===== src/rtl/axis_frame_transmitter_if.sv =====
// axis_frame_transmitter_if: AXI4-Stream master bus carrying framed pixels to a VDMA/DMA.
//   tdata  : {8'd0, R, G, B}
//   tvalid : head entry present
//   tready : downstream accept
//   tlast  : last pixel of a line
//   tuser  : first pixel of a frame
interface axis_frame_transmitter_if;
    logic [31:0] tdata;
    logic        tvalid;
    logic        tready;
    logic        tlast;
    logic        tuser;
    modport master (output tdata, tvalid, tlast, tuser, input tready);
    modport slave  (input tdata, tvalid, tlast, tuser, output tready);
endinterface


===== src/rtl/axis_frame_transmitter.sv =====
// axis_frame_transmitter: buffers the recovered RGB stream in a FWFT FIFO and re-frames it
// onto an AXI4-Stream master with TLAST per line and TUSER at start of frame.
//   ACLK, ARESETn  : clock, synchronous active-low reset
//   pix_data/valid : upstream pixels {R,G,B}; pix_ready is advisory (overrun by <= AF_MARGIN)
//   clear_overflow : clears the sticky overflow flag (a drop in the same cycle wins)
//   m_axis         : AXI4-Stream master with full backpressure
//   frame_done     : one-cycle pulse after the last pixel of a frame transfers
//   overflow       : sticky, set when a pixel arrives while the FIFO is full
module axis_frame_transmitter #(
    parameter int IMG_WIDTH  = 512,
    parameter int IMG_HEIGHT = 512,
    parameter int FIFO_DEPTH = 16,
    parameter int AF_MARGIN  = 4
) (
    input  logic                              ACLK,
    input  logic                              ARESETn,
    input  logic [23:0]                       pix_data,
    input  logic                              pix_valid,
    output logic                              pix_ready,
    input  logic                              clear_overflow,
    axis_frame_transmitter_if.master          m_axis,
    output logic                              frame_done,
    output logic                              overflow
);
    localparam int AW = $clog2(FIFO_DEPTH);
    localparam int CW = IMG_WIDTH  > 1 ? $clog2(IMG_WIDTH)  : 1;
    localparam int RW = IMG_HEIGHT > 1 ? $clog2(IMG_HEIGHT) : 1;

    // entry layout: [26]=sof, [25]=eol, [24]=eof, [23:0]=pixel
    logic [26:0]   mem_q [FIFO_DEPTH];
    logic [AW-1:0] wr_ptr_q, wr_ptr_d, rd_ptr_q, rd_ptr_d;
    logic [AW:0]   count_q, count_d;
    logic [CW-1:0] col_q, col_d;
    logic [RW-1:0] row_q, row_d;
    logic          pix_ready_q, pix_ready_d;
    logic          frame_done_q, frame_done_d;
    logic          overflow_q, overflow_d;
    logic          full, push, pop, sof, eol, eof, valid;
    logic [26:0]   head, wr_entry;

    always_comb begin
        full         = count_q == (AW+1)'(FIFO_DEPTH);
        valid        = count_q != '0;
        // full is judged on the registered count, so a same-cycle pop never frees a slot
        push         = pix_valid && !full;
        pop          = valid && m_axis.tready;
        head         = mem_q[rd_ptr_q];
        sof          = col_q == '0 && row_q == '0;
        eol          = col_q == CW'(IMG_WIDTH - 1);
        eof          = eol && row_q == RW'(IMG_HEIGHT - 1);
        wr_entry     = {sof, eol, eof, pix_data};
        wr_ptr_d     = push ? wr_ptr_q + AW'(1) : wr_ptr_q;
        rd_ptr_d     = pop ? rd_ptr_q + AW'(1) : rd_ptr_q;
        count_d      = count_q + (AW+1)'(push) - (AW+1)'(pop);
        col_d        = push ? (eol ? '0 : col_q + CW'(1)) : col_q;
        row_d        = (push && eol) ? (eof ? '0 : row_q + RW'(1)) : row_q;
        overflow_d   = (pix_valid && full) ? 1'b1 : clear_overflow ? 1'b0 : overflow_q;
        // registering f(count_d) yields the same value as f(count_q) without a comb path
        pix_ready_d  = count_d <= (AW+1)'(FIFO_DEPTH - AF_MARGIN);
        frame_done_d = pop && head[24];
    end

    always_ff @(posedge ACLK) begin
        if (!ARESETn) begin
            wr_ptr_q     <= '0;
            rd_ptr_q     <= '0;
            count_q      <= '0;
            col_q        <= '0;
            row_q        <= '0;
            pix_ready_q  <= 1'b1;
            frame_done_q <= 1'b0;
            overflow_q   <= 1'b0;
        end else begin
            wr_ptr_q     <= wr_ptr_d;
            rd_ptr_q     <= rd_ptr_d;
            count_q      <= count_d;
            col_q        <= col_d;
            row_q        <= row_d;
            pix_ready_q  <= pix_ready_d;
            frame_done_q <= frame_done_d;
            overflow_q   <= overflow_d;
        end
    end

    // storage needs no reset: outputs are masked whenever the FIFO is empty
    always_ff @(posedge ACLK) begin
        if (push) mem_q[wr_ptr_q] <= wr_entry;
    end

    assign m_axis.tvalid = valid;
    assign m_axis.tdata  = valid ? {8'd0, head[23:0]} : '0;
    assign m_axis.tlast  = valid && head[25];
    assign m_axis.tuser  = valid && head[26];
    assign pix_ready     = pix_ready_q;
    assign frame_done    = frame_done_q;
    assign overflow      = overflow_q;
endmodule


===== src/flat_wrapper.sv =====
// flat-port wrapper written by rule: the top's interface ports become plain ports
module axis_frame_transmitter_flat 
#(
    parameter int IMG_WIDTH  = 512,
    parameter int IMG_HEIGHT = 512,
    parameter int FIFO_DEPTH = 16,
    parameter int AF_MARGIN  = 4
)
  (ACLK, ARESETn, pix_data, pix_valid, pix_ready, clear_overflow, frame_done, overflow, m_axis_tdata, m_axis_tvalid, m_axis_tlast, m_axis_tuser, m_axis_tready);
  axis_frame_transmitter_if m_axis_i ();
  input  logic ACLK;
  input  logic ARESETn;
  input  logic [23:0] pix_data;
  input  logic pix_valid;
  output logic pix_ready;
  input  logic clear_overflow;
  output logic frame_done;
  output logic overflow;
  output wire logic [$bits(m_axis_i.tdata)-1:0] m_axis_tdata;
  output wire logic [$bits(m_axis_i.tvalid)-1:0] m_axis_tvalid;
  output wire logic [$bits(m_axis_i.tlast)-1:0] m_axis_tlast;
  output wire logic [$bits(m_axis_i.tuser)-1:0] m_axis_tuser;
  input wire logic [$bits(m_axis_i.tready)-1:0] m_axis_tready;
  assign m_axis_tdata = m_axis_i.tdata;
  assign m_axis_tvalid = m_axis_i.tvalid;
  assign m_axis_tlast = m_axis_i.tlast;
  assign m_axis_tuser = m_axis_i.tuser;
  assign m_axis_i.tready = m_axis_tready;
  axis_frame_transmitter #(.IMG_WIDTH(IMG_WIDTH), .IMG_HEIGHT(IMG_HEIGHT), .FIFO_DEPTH(FIFO_DEPTH), .AF_MARGIN(AF_MARGIN)) u_core (.ACLK(ACLK), .ARESETn(ARESETn), .pix_data(pix_data), .pix_valid(pix_valid), .pix_ready(pix_ready), .clear_overflow(clear_overflow), .m_axis(m_axis_i), .frame_done(frame_done), .overflow(overflow));
endmodule

===== config.mk =====
export PLATFORM = sky130hd
export DESIGN_NAME = axis_frame_transmitter_flat
export DESIGN_NICKNAME = d
export VERILOG_FILES = /design/src/rtl/axis_frame_transmitter_if.sv /design/src/rtl/axis_frame_transmitter.sv /design/src/flat_wrapper.sv
export SDC_FILE = /design/constraint.sdc
export NUM_CORES = 1
export LEC_CHECK = 0
export ABC_AREA = 1
export BUFFER_PORTS_ARGS = -buffer_cell sky130_fd_sc_hd__buf_2
export CORE_MARGIN = 2
export CORE_UTILIZATION = 60
export CTS_BUF_LIST = sky130_fd_sc_hd__clkbuf_4 sky130_fd_sc_hd__clkbuf_8 sky130_fd_sc_hd__clkbuf_16
export DETAILED_ROUTE_END_ITERATION = 8
export PLACE_DENSITY_LB_ADDON = 0.05
export SLEW_MARGIN = 5
export SYNTH_ARGS = -nofsm -noshare
export SYNTH_HDL_FRONTEND = slang
export SYNTH_SLANG_ARGS = --single-unit

===== constraint.sdc =====
create_clock -name ACLK -period 3.1 [get_ports ACLK]
set_input_delay 0.31 -clock ACLK [delete_from_list [all_inputs] [get_ports ACLK]]
set_output_delay 0.31 -clock ACLK [all_outputs]
set_load 0.02 [all_outputs]

# Word-level counts from Yosys, hierarchy flattened
# Memory sizes are Yosys's and may differ from the RTL's. A register that Yosys moved wholly into a read port is not among the register bits.
# Cells that the tools add are included.
# totals
regBits	34
ramBits	432
input_bits	29
elab_cells	42
n_memories	1
# memory_table
name	words	word_bits	read_ports	rd_ports_with_merged_regs	write_ports	line	source
u_core.mem_q	16	27	1	1	1	axis_frame_transmitter.sv:30	logic [26:0] mem_q [FIFO_DEPTH];
# op_classes
n_addsub	6
n_lt_le_gt_ge	1
n_eq_ne	3
mux	9
reduce_logical	14
# op_table
op	n
two-way mux 24 bit	1
adder 9 x 1 -> 9 bit (second input constant)	2
equality test 9 bit (second input constant)	2
logical NOT 9 bit	2
two-way mux 9 bit	2
logical AND 1 bit	9
adder 4 x 1 -> 4 bit (second input constant)	2
two-way mux 4 bit	2
adder 5 x 1 -> 5 bit	1
equality test 5 bit (second input constant)	1
<= comparator 5 x 4 -> 1 bit (second input constant)	1
nonzero test 5 bit	1
subtractor 5 x 1 -> 5 bit	1
two-way mux 1 bit	4
nonzero test 2 bit	1
logical NOT 1 bit	1

# Depth between registers and ports, before layout
# Gate-level depths: netlist of run 1.
# logic_depth
ltp_word	6
ltp_mapped	16
depth_no_buf	16

# Worst setup path before layout of run 1
# Ideal clock, no wire load.
# synth_path
kind	flip-flop to flip-flop
start	reg u_core.count_q[2]
end	mem u_core.mem_q[0][0], enable pin
t_arrival_ns	2.359
slack_ns	0.330
stages_incl_launch_ff	9
path_buffers	1
period_less_slack_ns	2.770
path_cell_list	dfxtp_1 > inv_1 > ha_1 > nand4_1 > nand2_1 > inv_1 > buf_2 > nand2_1 > nor2_1
# synth_via
elab_chain_cells	5
# synth_rtl
element	line	source
start: declaration	axis_frame_transmitter.sv:32	logic [AW:0] count_q, count_d;
start signal: assignment	axis_frame_transmitter.sv:76	count_q <= count_d;
equality test 5 bit	axis_frame_transmitter.sv:42	full = count_q == (AW+1)'(FIFO_DEPTH);
logical NOT 1 bit	axis_frame_transmitter.sv:45	push = pix_valid && !full;
logical AND 1 bit	axis_frame_transmitter.sv:45	
via u_core.push	axis_frame_transmitter.sv:38	logic full, push, pop, sof, eol, eof, valid;
two-way mux 1 bit	axis_frame_transmitter.sv:87	if (push) mem_q[wr_ptr_q] <= wr_entry;
two-way mux 1 bit (not written as such)	axis_frame_transmitter.sv:87	
end: declaration	axis_frame_transmitter.sv:30	
# The timed path passes the listed nets, and every way through them passes these cells.

==> results.sh, run 1 <==
export IMPL_path_clk_slew_ns=0.06
export IMPL_yosys_cell_count_top_type="nand2_1"
export IMPL_ys_seq_area_frac=0.7084
export IMPL_io_buffers=58
export IMPL_dp_hpwl_mm=23.21
export IMPL_synth_seq_cells=470
export IMPL_end_kind="output port"
export IMPL_syn_avg_cell_area_um2=11.26
export IMPL_synth_top_cell_area_share=0.6692
export IMPL_finalHoldViolations=0
export IMPL_cts_tree="yes"
export IMPL_start_kind="register"
export IMPL_hold_depth=3
export IMPL_cp_slowest_cell="dfxtp_4"
export IMPL_rows=65
export IMPL_synth_common_cells="nand2_1, edfxtp_1, nand3_1"
export IMPL_nFillCells=2318
export IMPL_cts_root_buffer="clkbuf_16"
export IMPL_cts_buffers=47
export IMPL_min_path_type="input pin to register"
export IMPL_critPathArrivalTime_ns=2.65
export IMPL_cts_sinks=470
export IMPL_peakVddDrop_mv=0.6112
export IMPL_postSynth_asyncResetShare=0
export IMPL_via_per_inst=5.700
export IMPL_grt_use_total=0.2629
export IMPL_path_delay_family="buffers and inverters"
export IMPL_grt_util_met1=0.3541
export IMPL_fmax_mhz=337.6
export IMPL_grt_pass1_vias=12240
export IMPL_r2r_slack_ns=0.38
export IMPL_path_cells="buf_16 -> nand2_1 -> nand3_1 -> nand3_1 -> nand2_1 -> nand2_1 -> a21oi_1 -> buf_2"
export IMPL_globalRouteMet2Util=0.4474
export IMPL_num_vias=12610
export IMPL_clock_skew_ns=0.01913
export IMPL_core_area_mm2=0.03172
export IMPL_finalWeightedCongestion=0.8189
export IMPL_start_util=0.6112
export IMPL_final_antenna_net_count=0
export IMPL_grt_pass1_wl_mm=67.46
export IMPL_drc=0
export IMPL_synth_area_top_cells="edfxtp_1, nand2_1, nand3_1"
export IMPL_crit_top_cell="nand2_1"
export IMPL_ys_types=26
export IMPL_fin_nets=1821
export IMPL_tns_ns=0
export IMPL_drtPass1Iterations=5
export IMPL_ys_warn_count=0
export IMPL_power_leakage_nw=8.127
export IMPL_insertion_delay_ns=0.56
export IMPL_reg2reg_depth=15
export IMPL_relSlewSlack=0.4803
export IMPL_clockBufferDepth=3
export IMPL_die_height_um=183.7
export IMPL_synth_top_area_cell="edfxtp_1"
export IMPL_whs_endpoint="u_core.overflow"
export IMPL_synth_edf_count=432
export IMPL_tightestPinTransition_ns=0.7795
export IMPL_critical_path_peak_fanout=138
export IMPL_finalMaxSlewViolations=0
export IMPL_rsz0062_at_grt="true"
export IMPL_critPathMaxStageDelay_ns=0.59
export IMPL_crit_type="register to output port"
export IMPL_wirelength_mm=43.80
export IMPL_required_ns=2.79
export IMPL_drive_gt1_frac=0.1110
export IMPL_avgRoutedWirePerCell_um=19.80
export IMPL_crit_buf_inv=2
export IMPL_p_total_mw=16.97
export IMPL_r2r_start="u_core.count_q[3]"
export IMPL_drt_iter0_markers=1281
export IMPL_worst_hold_startpoint="pix_valid"
export IMPL_ios=67
export IMPL_n_antenna_cell=0
export IMPL_dieArea_mm2=0.03376
export IMPL_rr_endpoint="u_core.pix_ready"
export IMPL_synth_area_mm2=0.01938
export IMPL_finish_utilization=0.6870
export IMPL_drv_cap=0
export IMPL_status="finished, final reports clean"
export IMPL_overflow=0
export IMPL_busiest_layer="met2"
export IMPL_cts_htree_levels=2
export IMPL_met3_usage=0.03843
export IMPL_grt_max_degree=139
export IMPL_antenna_found_initial=0
export IMPL_setup_violations=0
export IMPL_period_share=0.9554
export IMPL_synth_cells=1721
export IMPL_power_density_mw_per_mm2=778.7
export IMPL_period_needed_ns=2.962
export IMPL_dieWidth_um=183.7
export IMPL_area_growth_pct=12.41
export IMPL_synth_flop_cell="edfxtp_1"
-- worst register-to-register path: cells and delay by family (launching register included) --
kind	cells	cell delay, ns
AO/OA/AOI/OAI	2	0.31
AND/OR/NAND/NOR	5	0.58
flip-flops	1	0.33
adder cells (fa/ha/maj)	4	1.08
buffers and inverters	4	0.32
-- cell usage in the layout (no fill, tap or decap), drive strengths merged, types with 17 or more instances in the layout --
cell type / count
a21oi: 45
buf: 97
clkbuf: 62
clkinv: 17
dfxtp: 38
edfxtp: 432
ha: 17
inv: 52
nand2: 605
nand3: 339
nor2: 47
o21ai: 17
-- per-layer routing --
metal  up-vias  routed length [µm]
met2       452               21480
met5         -                   0
li1       6042                   -
met3        72                2951
met4         0                1010
met1      6043               18360
-- where the power goes --
group	leakage, nW	switching (mW)	internal (mW)
clock network	0.783	2.30	3.42
logic	3.17	2.77	1.18
registers	4.17	0.118	7.18
-- area by class of cell --
class | instances | area (µm²) | share of cell area
clock buffer | 62 | 1319 | 0.06052
clock inverter | 23 | 260.3 | 0.01194
inverter | 54 | 211.5 | 0.009704
multi-input combinational | 1103 | 5009 | 0.2299
sequential | 470 | 13740 | 0.6307
tap | 402 | 503.0 | 0.02308
timing repair buffer | 98 | 745.7 | 0.03422
-- state kept, by name, summed over array words and instances (netlist names), named ones only --
| signal | cells |
|---|---|
| u_core.col_q | 9 |
| u_core.count_q | 5 |
| u_core.frame_done | 1 |
| u_core.mem_q | 432 |
| u_core.overflow | 1 |
| u_core.pix_ready | 1 |
| u_core.rd_ptr_q | 4 |
| u_core.row_q | 9 |
| u_core.wr_ptr_q | 4 |
-- worst max-delay path by stage --
stage                      startpoint                  to  slack, ns  cells after the start
floorplan           u_core.count_q[2]  u_core.mem_q[0][0]       0.33                      8
global placement    u_core.count_q[2]    u_core.pix_ready       0.47                     15
detailed placement  u_core.count_q[3]    u_core.pix_ready       0.39                     15
CTS                          register    m_axis_tdata[21]       0.06                      8
global route                 register    m_axis_tdata[23]      0.003                      8
finish                       register     m_axis_tdata[9]       0.14                      8
-- logic make-up after synthesis --
kind of cell	count (synthesis)	share of synthesized area
AO/OA/AOI/OAI	62	0.01601
buffers and inverters	155	0.04112
XOR/XNOR	8	0.003615
AND/OR/NAND/NOR	1007	0.2186
adder cells (fa/ha/maj)	18	0.01201
flip-flops	470	0.7084
other	1	0.0001935
-- repair_timing --
action / 4_1_cts / 5_1_grt
hold buffers: 1 / 0
hold endpoints to repair: 1 / 0
endpoints found under the setup margin: 0 / 10
resized for setup: 0 / 7
setup buffers: 0 / 0
-- per-stage QoR --
stage	cell area (µm²)	std cells	hold WS (ns)	setup WS (ns)
after detailed placement	20180	2126	0.4536	0.3924
after global routing	21790	2212	0.06917	0.003289
after global placement	20180	2126	0.4503	0.4667
after floorplan	19410	1728	0.4089	0.3301
after CTS	21760	2212	0.06151	0.05821
final	21790	2212	0.07560	0.1382
Note: power is estimated with default switching activity, not from simulation.
==> run 2, diff against run 1 <==
- ABC_AREA: 1 -> unset
- CORE_UTILIZATION: 60 -> 32
==> results.sh, run 2 <==
export IMPL_status="finished, final reports clean"
export IMPL_cp_slowest_cell="or4b_4"
export IMPL_p_seq_frac=0.417
export IMPL_synth_edf_count=432
export IMPL_finish_utilization=0.3830
export IMPL_synth_mux_area_frac=0.1458
export IMPL_crit_type="register to output port"
export IMPL_cts_tree="yes"
export IMPL_end_kind="output port"
export IMPL_synth_top_family_by_area="multiplexers"
export IMPL_critPathMaxStageDelay_ns=0.50
export IMPL_io_buffers=58
export IMPL_period_share=0.9863
export IMPL_grt_pass1_vias=9526
export IMPL_tightestPinTransition_ns=0.6152
export IMPL_via_per_inst=4.938
export IMPL_synth_cells=878
export IMPL_drt_iter0_markers=681
export IMPL_fin_nets=1054
export IMPL_overflow=0
export IMPL_yosys_area_share_simple=0.03204
export IMPL_power_density_mw_per_mm2=790.7
export IMPL_ios=67
export IMPL_period_needed_ns=3.058
export IMPL_path_clk_slew_ns=0.06
export IMPL_synth_common_cells="edfxtp_1, mux4_1, dfxtp_1"
export IMPL_avgRoutedWirePerCell_um=25.34
export IMPL_critical_path_startpoint="u_core.count_q[2]"
export IMPL_peakVddDrop_mv=0.4497
export IMPL_wirelength_mm=46.00
export IMPL_p_clk_frac=0.357
export IMPL_cts_htree_levels=2
export IMPL_dp_cells=1706
export IMPL_syn_avg_cell_area_um2=21.26
export IMPL_insertion_delay_ns=0.60
export IMPL_drtPass1Iterations=4
export IMPL_drv_cap=0
export IMPL_critical_path_peak_fanout=5
export IMPL_critPathArrivalTime_ns=2.75
export IMPL_synth_top_area_cell="edfxtp_1"
export IMPL_p_int_mw=12.77
export IMPL_clockBufferDepth=3
export IMPL_largest_reg_flops=432
export IMPL_path_cells="inv_2 -> ha_4 -> or4b_4 -> nor3b_4 -> buf_12 -> a22o_1 -> a221o_1 -> buf_6"
export IMPL_cts_sinks=470
export IMPL_hold_ws_ns=0.06121
export IMPL_area_growth_pct=18.38
export IMPL_final_area_mm2=0.02210
export IMPL_finalHoldViolations=0
export IMPL_synth_area_top_cells="edfxtp_1, mux4_1, mux4_2"
export IMPL_place_area_mm2=0.02014
export IMPL_final_antenna_net_count=0
export IMPL_min_path_type="input pin to register"
export IMPL_final_common_cell="edfxtp_1"
export IMPL_grt_use_total=0.1523
export IMPL_grt_max_degree=57
export IMPL_finalWeightedCongestion=0.6817
export IMPL_drc=0
export IMPL_synth_area_mm2=0.01867
export IMPL_dp_hpwl_mm=24.67
export IMPL_ys_warn_count=0
export IMPL_synth_compound_area_share=0.03358
export IMPL_grt_pass1_wl_mm=66.15
export IMPL_synth_flop_cell="edfxtp_1"
export IMPL_synth_seq_cells=470
export IMPL_setup_violations=0
export IMPL_n_antenna_cell=0
export IMPL_drive_gt1_frac=0.2610
export IMPL_r2r_start="u_core.count_q[2]"
export IMPL_worst_hold_startpoint="clear_overflow"
export IMPL_p_total_mw=17.47
export IMPL_core_area_mm2=0.05770
export IMPL_synthXorXnorAreaFrac=0.009853
export IMPL_finalMaxSlewViolations=0
export IMPL_rows=88
export IMPL_final_cell_mix="edfxtp_1, mux4_1, clkbuf_16"
export IMPL_dieArea_mm2=0.06029
export IMPL_cts_root_buffer="clkbuf_16"
export IMPL_cts_buffers=53
export IMPL_num_vias=8963
export IMPL_power_leakage_nw=7.252
export IMPL_rsz0062_at_grt="true"
export IMPL_power_switching_mw=4.705
export IMPL_fmax_mhz=327.1
export IMPL_dieWidth_um=245.5
export IMPL_relSlewSlack=0.5898
export IMPL_p_sw_frac=0.2693
export IMPL_start_kind="register"
export IMPL_yosys_cell_count_top_type="edfxtp_1"
export IMPL_required_ns=2.79
export IMPL_top_register="u_core.mem_q"
export IMPL_clock_skew_ns=0.02707
export IMPL_start_util=0.3236
export IMPL_combPwrFrac=0.225
export IMPL_ys_seq_area_frac=0.7357
export IMPL_ys_types=51
export IMPL_postSynth_asyncResetShare=0
export IMPL_final_cells=1815
export IMPL_synth_top_cell_area_share=0.6949
export IMPL_synth_fa_ha_area_frac=0.01247
export IMPL_die_height_um=245.5
export IMPL_antenna_found_initial=1
export IMPL_reg_top3="u_core.mem_q x432, u_core.col_q x9, u_core.row_q x9"
==> run 2: cell types whose count changed after synthesis, sizes merged, moves of 10 or more <==
cell	delta
nand2	-581
nand3	-328
mux4	+107
buf	-53
inv	-35
a21oi	-33
a221o	+26
a22o	+26
o21ai	-16
xor2	+10
==> run 2: timing repair <==
| item | CTS | global route |
|---|---|---|
| setup buffers | 6 | 2 |
| gates cloned | 0 | 3 |
| hold buffers | 0 | 0 |
| resized for setup | 5 | 20 |
| setup endpoints to repair | 19 | 27 |
==> run 2: cell type report <==
cell class,count,area (µm²)
clock buffer,62,1411
clock inverter,36,327.8
fill,5259,35600
inverter,18,67.56
multi-input combinational,347,4558
sequential,470,13740
tap,765,957.2
timing repair buffer,117,1032
==> run 2: worst max-delay path, delay by kind of cell (launching register included) <==
family / cells / cell delay, ns
simple gates: 2 / 0.73
compound gates: 2 / 0.55
buf+inv: 3 / 0.42
flops: 1 / 0.33
fa+ha+maj: 1 / 0.13
==> run 2: cell families (layout without fill, tap and decap cells) <==
group                    count (synthesis)  count (layout)
adder cells (fa/ha/maj)                 18              18
other                                    1               8
AND/OR/NAND/NOR                        115             115
multiplexers                           111             111
XOR/XNOR                                21              21
flip-flops                             470             470
AO/OA/AOI/OAI                           74              74
buffers and inverters                   68             233
==> run 2: power groups by stage <==
| stage | combinational (mW) | clock (mW) | sequential, mW |
|---|---|---|---|
| detailed placement | 3.63 | 0 | 7.42 |
| CTS | 3.74 | 6.44 | 7.28 |
| finish | 3.94 | 6.24 | 7.29 |
| floorplan | 2.53 | 0 | 7.39 |
| global route | 4.24 | 6.68 | 7.31 |
| global placement | 3.64 | 0 | 7.41 |
==> run 2: stage by stage <==
step                      setup WS (ns)  setup TNS [ns]
after CTS                      -0.04111         -0.1222
after global routing           -0.03618         -0.1566
after detailed placement         0.1887               0
after floorplan                  0.1207               0
after global placement           0.2826               0
final                           0.04246               0
==> run 2: per-layer routing <==
| metal | track usage | routed length [µm] | vias to the layer above |
|---|---|---|---|
| met5 | 0 | 0 | - |
| li1 | - | - | 3956 |
| met3 | 0.02772 | 1840 | 57 |
| met1 | 0.2080 | 20930 | 4805 |
| met4 | 0.03743 | 856 | 0 |
| met2 | 0.2517 | 22370 | 145 |
==> run 2: path summary, 6_finish.rpt <==
path              depth (start not counted)  slack [ns]          endpoint
setup / recovery                          8        0.04  m_axis_tdata[20]
hold / removal                            3        0.06   u_core.overflow
setup reg to reg                         14        0.13  u_core.pix_ready
hold reg to reg                           2        0.49   u_core.col_q[8]
==> run 3, diff against run 2 <==
- CORE_MARGIN: 2 -> unset
- clock period: 3.1 -> 3 ns (I/O delays scaled with it)
==> results.sh, run 3 (same netlist as run 2, synthesis figures left out) <==
export IMPL_cts_htree_levels=2
export IMPL_rows=88
export IMPL_period_needed_ns=3.169
export IMPL_final_cell_mix="edfxtp_1, mux4_1, clkbuf_16"
export IMPL_insertion_delay_ns=0.61
export IMPL_overflow=0
export IMPL_cp_slowest_cell="or4b_4"
export IMPL_reg2reg_depth=14
export IMPL_cts_buffers=53
export IMPL_end_kind="output port"
export IMPL_cts_root_buffer="clkbuf_16"
export IMPL_finish_utilization=0.3845
export IMPL_ios=67
export IMPL_die_height_um=243.5
export IMPL_tns_ns=-2.347
export IMPL_path_cells="inv_2 -> ha_4 -> or4b_4 -> nor3b_4 -> buf_12 -> buf_12 -> a22o_4 -> a221o_1 -> buf_6"
export IMPL_start_kind="register"
export IMPL_largest_reg_flops=432
export IMPL_pre_cts_slack_ns=0.1280
export IMPL_wirelength_mm=45.00
export IMPL_tightestPinTransition_ns=0.5754
export IMPL_seq_area_mm2=0.01374
export IMPL_drc=0
export IMPL_num_vias=8965
export IMPL_dp_hpwl_mm=25.05
export IMPL_relSlewSlack=0.6158
export IMPL_clock_skew_ns=0.03253
export IMPL_clockBufferDepth=3
export IMPL_rsz0062_at_grt="true"
export IMPL_dieWidth_um=243.5
export IMPL_n_antenna_cell=0
export IMPL_drt_iter0_markers=511
export IMPL_nFillCells=5282
export IMPL_period_share=1.056
export IMPL_min_path_type="input pin to register"
export IMPL_drv_cap=0
export IMPL_drive_gt1_frac=0.2702
export IMPL_critPathMaxStageDelay_ns=0.51
export IMPL_finalMaxSlewViolations=0
export IMPL_crit_buf_inv=4
export IMPL_top_register="u_core.mem_q"
export IMPL_status="complete, but fails checks"
export IMPL_hold_depth=2
export IMPL_drtPass1Iterations=6
export IMPL_power_density_mw_per_mm2=814.2
export IMPL_peakVddDrop_mv=0.4599
export IMPL_cts_tree="yes"
export IMPL_core_area_mm2=0.05770
export IMPL_final_common_cell="edfxtp_1"
export IMPL_crit_top_cell="buf_12"
export IMPL_critical_path_peak_fanout=7
export IMPL_avgRoutedWirePerCell_um=24.63
export IMPL_cts_sinks=470
export IMPL_multi_input_area_mm2=0.004569
export IMPL_grt_use_total=0.1534
export IMPL_path_delay_family="simple AND/OR/NAND/NOR gates"
export IMPL_path_depth=9
export IMPL_area_growth_pct=18.85
export IMPL_setup_slack_ns=-0.1685
export IMPL_final_antenna_net_count=0
export IMPL_dieArea_mm2=0.05931
export IMPL_crit_type="register to output port"
export IMPL_finalWeightedCongestion=0.6911
export IMPL_fin_nets=1068
export IMPL_antenna_found_initial=1
export IMPL_grt_pass1_wl_mm=65.89
export IMPL_grt_max_degree=57
export IMPL_p_total_mw=18.06
export IMPL_io_buffers=58
export IMPL_grt_pass1_vias=9508
export IMPL_violations="setup timing"
export IMPL_critPathArrivalTime_ns=2.87
export IMPL_path_clk_slew_ns=0.06
export IMPL_start_util=0.3236
export IMPL_via_per_inst=4.907
export IMPL_final_area_mm2=0.02219
export IMPL_fmax_mhz=315.6
export IMPL_required_ns=2.70
export IMPL_place_area_mm2=0.02013
export IMPL_power_leakage_nw=7.298
export IMPL_setup_violations=24
export IMPL_reg_top3="u_core.mem_q x432, u_core.col_q x9, u_core.row_q x9"
export IMPL_finalHoldViolations=0
==> run 3: timing repair <==
| item | in CTS | in global routing |
|---|---|---|
| endpoints found under the setup margin | 26 | 28 |
| hold endpoints to repair | 1 | 0 |
| pin swaps | 4 | 9 |
| buffers inserted | 14 | 3 |
| hold buffers | 1 | 0 |
| gates cloned | 2 | 1 |
| resized for setup | 52 | 7 |
==> run 3: report_power, final <==
part | switching (mW) | internal (mW) | leakage, nW
sequential | 0.103 | 7.42 | 4.21
combinational | 2.20 | 2.19 | 2.26
clock | 2.59 | 3.56 | 0.829
==> run 3: final timing paths <==
path                           from                end  slack (ns)
hold reg to reg     u_core.col_q[8]    u_core.col_q[8]        0.50
hold / removal              ARESETn  u_core.count_q[3]        0.05
setup / recovery  u_core.count_q[3]       m_axis_tuser       -0.17
setup reg to reg  u_core.count_q[3]   u_core.pix_ready        0.18
==> run 3: layout make-up <==
| class | instances | area share |
|---|---|---|
| clock buffers | 73 | 0.06734 |
| multi-input cells | 347 | 0.2060 |
| clock inverters | 23 | 0.006711 |
| repair buffers | 131 | 0.05431 |
| flip-flops and latches | 470 | 0.6195 |
| well taps | 765 | 0.04314 |
| inverters | 18 | 0.003045 |
==> run 3: metal layers <==
layer  up-vias  track usage  share of wire
met5         -            0        0.00029
met4         2      0.03934          0.019
met3        65      0.02754          0.036
met2       145       0.2459           0.47
met1      4767       0.2151           0.47
li1       3986            -              -
==> run 3: worst register-to-register path, stage by stage, from the launching register on <==
cell     delay (ns)
dfxtp_2        0.32
inv_2          0.08
ha_4           0.12
or4b_4         0.51
buf_4          0.19
nand2_2        0.10
inv_1          0.05
ha_1           0.26
inv_1          0.04
ha_2           0.18
fa_2           0.37
xnor2_1        0.13
nor2_1         0.14
o21a_1         0.16
a21oi_1        0.06
==> run 3: through the flow <==
stage	hold WS, ns	instances
after floorplan	0.3989	885
after global placement	0.4820	1710
after detailed placement	0.4902	1710
after CTS	0.01457	1823
after global routing	0.03981	1827
final	0.05379	1827
